File: config.mk
export PLATFORM = sky130hd
export DESIGN_NAME = store_buffer
export DESIGN_NICKNAME = d
export VERILOG_FILES = /design/src/rtl/store_buffer.sv
export SDC_FILE = /design/constraint.sdc
export NUM_CORES = 1
export LEC_CHECK = 0
export CORE_UTILIZATION = 55
export DETAILED_ROUTE_END_ITERATION = 10
export GPL_ROUTABILITY_DRIVEN = 0
export PLACE_DENSITY = 0.78
export REMOVE_ABC_BUFFERS = 1
export SLEW_MARGIN = 25
export SYNTH_ARGS = -nofsm -noshare
export SYNTH_HDL_FRONTEND = slang
export SYNTH_SLANG_ARGS = --single-unit
File: constraint.sdc
create_clock -name clk -period 11.2 [get_ports clk]
set_clock_uncertainty 0.05 [all_clocks]
set_input_delay 2.24 -clock clk [delete_from_list [all_inputs] [get_ports clk]]
set_output_delay 2.24 -clock clk [all_outputs]
set_load 0.05 [all_outputs]
File: src/rtl/store_buffer.sv
// store_buffer: committed-store FIFO sitting between retirement and the dcache
// store port, with combinational store-to-load forwarding.
//
// Ports
//   clk, rst                     single clock, synchronous active-high reset
//   in_valid/in_addr/in_data/in_isbyte   committed store presented for enqueue
//   full, empty, count           occupancy status (from registered state)
//   drain_block                  dcache store port cannot accept this cycle
//   store_en/store_isbyte/store_addr/store_data   dcache store port (head entry)
//   ld_valid/ld_addr/ld_isbyte   load lookup
//   fwd_hit/fwd_data/fwd_conflict   forwarding result

package store_buffer_pkg;
    localparam int unsigned TAG_W  = 20;
    localparam int unsigned IDX_W  = 8;
    localparam int unsigned OFF_W  = 4;
    localparam int unsigned WORD_W = 32;

    typedef logic [WORD_W-1:0] word_t;

    typedef struct packed {
        logic [TAG_W-1:0] tag;
        logic [IDX_W-1:0] idx;
        logic [OFF_W-1:0] offset;
    } pptr_t;
endpackage

module store_buffer
    import store_buffer_pkg::*;
#(
    parameter int unsigned DEPTH = 4
) (
    input  logic                     clk,
    input  logic                     rst,
    input  logic                     in_valid,
    input  pptr_t                    in_addr,
    input  word_t                    in_data,
    input  logic                     in_isbyte,
    output logic                     full,
    output logic                     empty,
    output logic [$clog2(DEPTH):0]   count,
    input  logic                     drain_block,
    output logic                     store_en,
    output logic                     store_isbyte,
    output pptr_t                    store_addr,
    output word_t                    store_data,
    input  logic                     ld_valid,
    input  pptr_t                    ld_addr,
    input  logic                     ld_isbyte,
    output logic                     fwd_hit,
    output word_t                    fwd_data,
    output logic                     fwd_conflict
);
    localparam int unsigned PW = $clog2(DEPTH);
    localparam int unsigned CW = PW + 1;

    pptr_t             addr_q   [DEPTH];
    word_t             data_q   [DEPTH];
    logic [DEPTH-1:0]  isbyte_q;
    logic [DEPTH-1:0]  valid_q, valid_d;
    logic [PW-1:0]     head_q, head_d;
    logic [PW-1:0]     tail_q, tail_d;
    logic [CW-1:0]     count_q, count_d;
    logic              push;

    // Status, dcache port and next-state control
    always_comb begin
        full         = (count_q == CW'(DEPTH));
        empty        = (count_q == '0);
        count        = count_q;
        store_en     = !empty && !drain_block;
        push         = in_valid && !full;
        store_addr   = '0;
        store_data   = '0;
        store_isbyte = 1'b0;
        valid_d      = valid_q;
        head_d       = head_q;
        tail_d       = tail_q;
        count_d      = count_q;

        if (store_en) begin
            store_addr   = addr_q[head_q];
            store_data   = data_q[head_q];
            store_isbyte = isbyte_q[head_q];
            valid_d[head_q] = 1'b0;
            head_d       = head_q + PW'(1);
        end
        if (push) begin
            valid_d[tail_q] = 1'b1;
            tail_d       = tail_q + PW'(1);
        end
        case ({push, store_en})
            2'b10:   count_d = count_q + CW'(1);
            2'b01:   count_d = count_q - CW'(1);
            default: count_d = count_q;
        endcase
    end

    // Control state register
    always_ff @(posedge clk) begin
        if (rst) begin
            valid_q <= '0;
            head_q  <= '0;
            tail_q  <= '0;
            count_q <= '0;
        end else begin
            valid_q <= valid_d;
            head_q  <= head_d;
            tail_q  <= tail_d;
            count_q <= count_d;
        end
    end

    // Entry payload; byte stores keep only the low byte, upper bits zero
    always_ff @(posedge clk) begin
        if (!rst && push) begin
            addr_q[tail_q]   <= in_addr;
            data_q[tail_q]   <= in_isbyte ? {24'b0, in_data[7:0]} : in_data;
            isbyte_q[tail_q] <= in_isbyte;
        end
    end

    // Forwarding: scan oldest to youngest so the last overlap found is the youngest
    logic          fwd_found;
    logic [PW-1:0] fwd_sel;
    logic [PW-1:0] slot;
    logic [1:0]    ld_k;

    always_comb begin
        fwd_found    = 1'b0;
        fwd_sel      = '0;
        slot         = '0;
        ld_k         = ld_addr.offset[1:0];
        fwd_hit      = 1'b0;
        fwd_conflict = 1'b0;
        fwd_data     = '0;

        for (int unsigned i = 0; i < DEPTH; i++) begin
            slot = head_q + PW'(i);
            if (ld_valid && valid_q[slot]
                && ({addr_q[slot].tag, addr_q[slot].idx, addr_q[slot].offset[3:2]}
                    == {ld_addr.tag, ld_addr.idx, ld_addr.offset[3:2]})
                && (!ld_isbyte || !isbyte_q[slot]
                    || (addr_q[slot].offset[1:0] == ld_k))) begin
                fwd_found = 1'b1;
                fwd_sel   = slot;
            end
        end

        if (fwd_found) begin
            if (!isbyte_q[fwd_sel]) begin
                fwd_hit  = 1'b1;
                fwd_data = ld_isbyte ? {24'b0, data_q[fwd_sel][{ld_k, 3'b000} +: 8]}
                                     : data_q[fwd_sel];
            end else if (ld_isbyte) begin
                fwd_hit  = 1'b1;
                fwd_data = {24'b0, data_q[fwd_sel][7:0]};
            end else begin
                // Word load covered only partly by a younger byte store
                fwd_conflict = 1'b1;
            end
        end
    end

endmodule

==> metrics.cfg <==
[yosys]
synth.cell_area_um2=18600
netlist_instances=1474
syn_avg_cell_area_um2=12.6
ys_async_sr_fraction_pct=0
synth_seq_cells=273
biggest_area_consumer_among_synthesized_cells=edfxtp_1
synth-seq-area-share_pct=43.5
synth_cell_types=83
post_synth_main_area_contributors=edfxtp_1, mux4_2, mux2i_1, xnor2_1, o221ai_1
synth-warning-count=0
synthFlopType=edfxtp_1
synth_top_cell_area_share_pct=42.1
synth-edff-count=260

[detailed_routing]
drt_drc_violations_left=0
wl_per_cell_um=26.4
wirelength_um=54600
dr.pass1.iters=5
route.detailed.vias_per_inst=6.87
detailed_route_iter0_violations=1784
drt.antenna.violating_nets=0
vias=14200

[critical_path]
worstPathArrival_ns=7.64
timing.critical_path.from_type=input pin
worst_ep_required_time_ns=8.91
worst_setup_path_end_kind=output pin
crit_fanout=29
category_of_the_critical_setup_timing_path=in2out

[timing]
max-slew-margin-rel_pct=29.1
setup-tns-final_ns=0
rsz0062_at_grt=no
timing_max_transition_violations_final=0
final_period_minus_worst_setup_slack_ns=9.93
tightest_slew_ns=1.06
fin_crit_sh_pct=88.7
timing.final.setup_violations=0
timing_hold_violations_final=0
maximum_clock_frequency_mhz=101

[hold_path]
hold_class=reg2reg

[cts]
cts-htree-levels=1
clock_insertion_delay_worst_skew_ns=0.57
tritoncts_num_sinks=273
cts_tree=built
max-clock-path-buffers=3
post_cts.resized_instances=0
ctsRootBufferMaster=clkbuf_16
cts_hold_repair_buffers=0
post-cts-setup-buffers=0
cts_made_buffers=30
path_clk_slew_ns=0.06

[final_layout]
fin_nets=1721
nFillCells=2502
insertedDiodeCount=0
multi_input_area_um2=9720
final_util_pct=66.1
area.sequential_um2=8080
final_instance_area_um2=21700
final_layout_size_suffix_gt1_share_pct=17.4
syn2layout_area_growth_pct=17.1

[power]
power.static_leakage_nw=6.99
combinationalPowerShare_pct=49.4
power.share.clock_pct=22.7
total_power_w=0.00458
switching_share_pct=39.6
share_seq_of_total_power_pct=27.9
netSwitchingPower_w=0.00181
max-vdd-ir-drop_v=0.000176
cellInternalPower_w=0.00277
power-per-cell-area_nw_per_um2=211

[place]
place_hpwl_um=36700
detailed_place.area_um2=20700
port-buffer-count=207

[floorplanning]
io-pin-count=208
rows=66
die_height_um=186
die_area_um2=34500
core_um2=32900
chipWidth_um=186
initial_util_pct=56.5

[grt]
grt_start_max_net_pins=139
initial_antenna_violation_count=0
grt_pass1_vias=13700
grt_usage_pct=31.8
grt_pass1_wl_um=81900
globalRoute.totalOverflow=0

[run]
cap_violations=0

[outcome]
status=finished, final reports clean

state kept, by name, summed over array words and instances (netlist names), named ones only:
name and cells:
addr_q 128, count 3, data_q 128, head_q 2, isbyte_q 4, tail_q 2
valid_q 4
placed cells by master, fill, tap and decap left out, drive strengths merged, types with 13 or more instances in the layout:
cell	instances
mux2	32
nand3	15
nor2	68
clkdlybuf4s50	175
mux2i	147
a221o	13
edfxtp	260
nor4	17
mux4	117
xnor2	90
a22oi	28
inv	27
o21ai	24
xor2	25
clkbuf	38
nand2	37
a211oi	29
dfxtp	13
nor3	26
nand4	19
nor2b	53
a21oi	23
o221ai	65
buf	60
and2	75
critical path, stage by stage:
cell             delay (ns)
clkdlybuf4s50_1        0.97
xor2_1                 0.54
a21oi_1                0.12
a211o_1                0.28
or4_1                  0.54
or2_0                  0.38
a31oi_1                0.23
o31a_2                 0.52
buf_4                  0.47
mux4_2                 0.56
mux2i_1                0.20
nor2_1                 0.07
a221o_1                0.30
buf_4                  0.20
final cells by class:
type                    instances  share of cell area, %
multi-input cells            1041                   44.7
clock inverters                17                   1.14
clock buffers                  38                   3.64
inverters                      27                  0.466
repair buffers                235                   10.3
flip-flops and latches        273                   37.2
well taps                     442                   2.55
metal layers:
metal / vias up / GRT usage (%) / part of all wire [%]
met3: 143 / 4.58 / 10
met1: 7011 / 41.8 / 37
met4: 0 / 12.7 / 4.4
met2: 949 / 53.0 / 48
li1: 6143 / - / -
met5: - / 0 / 0
metrics by stage:
stage | instances | setup WS (ns) | hold slack [ns]
after floorplan | 1341 | -9.14 | 0.413
after global placement | 2017 | 1.53 | 0.431
after detailed placement | 2017 | 1.34 | 0.443
after CTS | 2072 | 1.32 | 0.451
after global routing | 2073 | 1.05 | 0.477
final | 2073 | 1.27 | 0.453
synth_stat cells, types with 15 or more instances:
cell	number
a211oi_1	29
a21oi_1	22
a22oi_1	28
and2_1	73
buf_1	21
buf_2	27
clkbuf_1	61
edfxtp_1	260
inv_1	27
mux2_2	30
mux2i_1	146
mux4_2	117
nand2_1	37
nand3_1	15
nand4_1	19
nor2_1	67
nor2b_1	53
nor3_1	26
nor4_1	15
o21ai_0	22
o221ai_1	63
xnor2_1	90
xor2_1	25
cell families (layout without fill, tap and decap cells):
family                     Yosys count  count (layout)  synth area share, %
buffers and inverters              160             317                 4.29
AOI/OAI and AO/OA                  255             255                 10.9
adders and majority gates           10              10                0.714
xor gates and xnor gates           115             115                 5.43
and+or+nand+nor                    365             365                 11.1
muxes                              296             296                 24.1
DFF                                273             273                 43.5
power by group through the flow:
| stage | Clock, W | Sequential (W) | Combinational, W |
|---|---|---|---|
| after floorplan | 0 | 0.00144 | 0.00160 |
| after global placement | 0 | 0.00129 | 0.00220 |
| after detailed placement | 0 | 0.00130 | 0.00223 |
| after CTS | 0.00105 | 0.00128 | 0.00224 |
| after global routing | 0.00109 | 0.00129 | 0.00238 |
| final | 0.00104 | 0.00128 | 0.00226 |
path summary, 6_finish.rpt:
path | start | to | slack [ns] | cells after the start
setup reg to reg | count[0] | isbyte_q[3] | 7.88 | 7
hold / removal | tail_q[1] | tail_q[1] | 0.45 | 2
setup / recovery | ld_addr[1] | fwd_data[4] | 1.27 | 14
hold reg to reg | tail_q[1] | tail_q[1] | 0.45 | 2
Power figures use the tool's default switching activity.
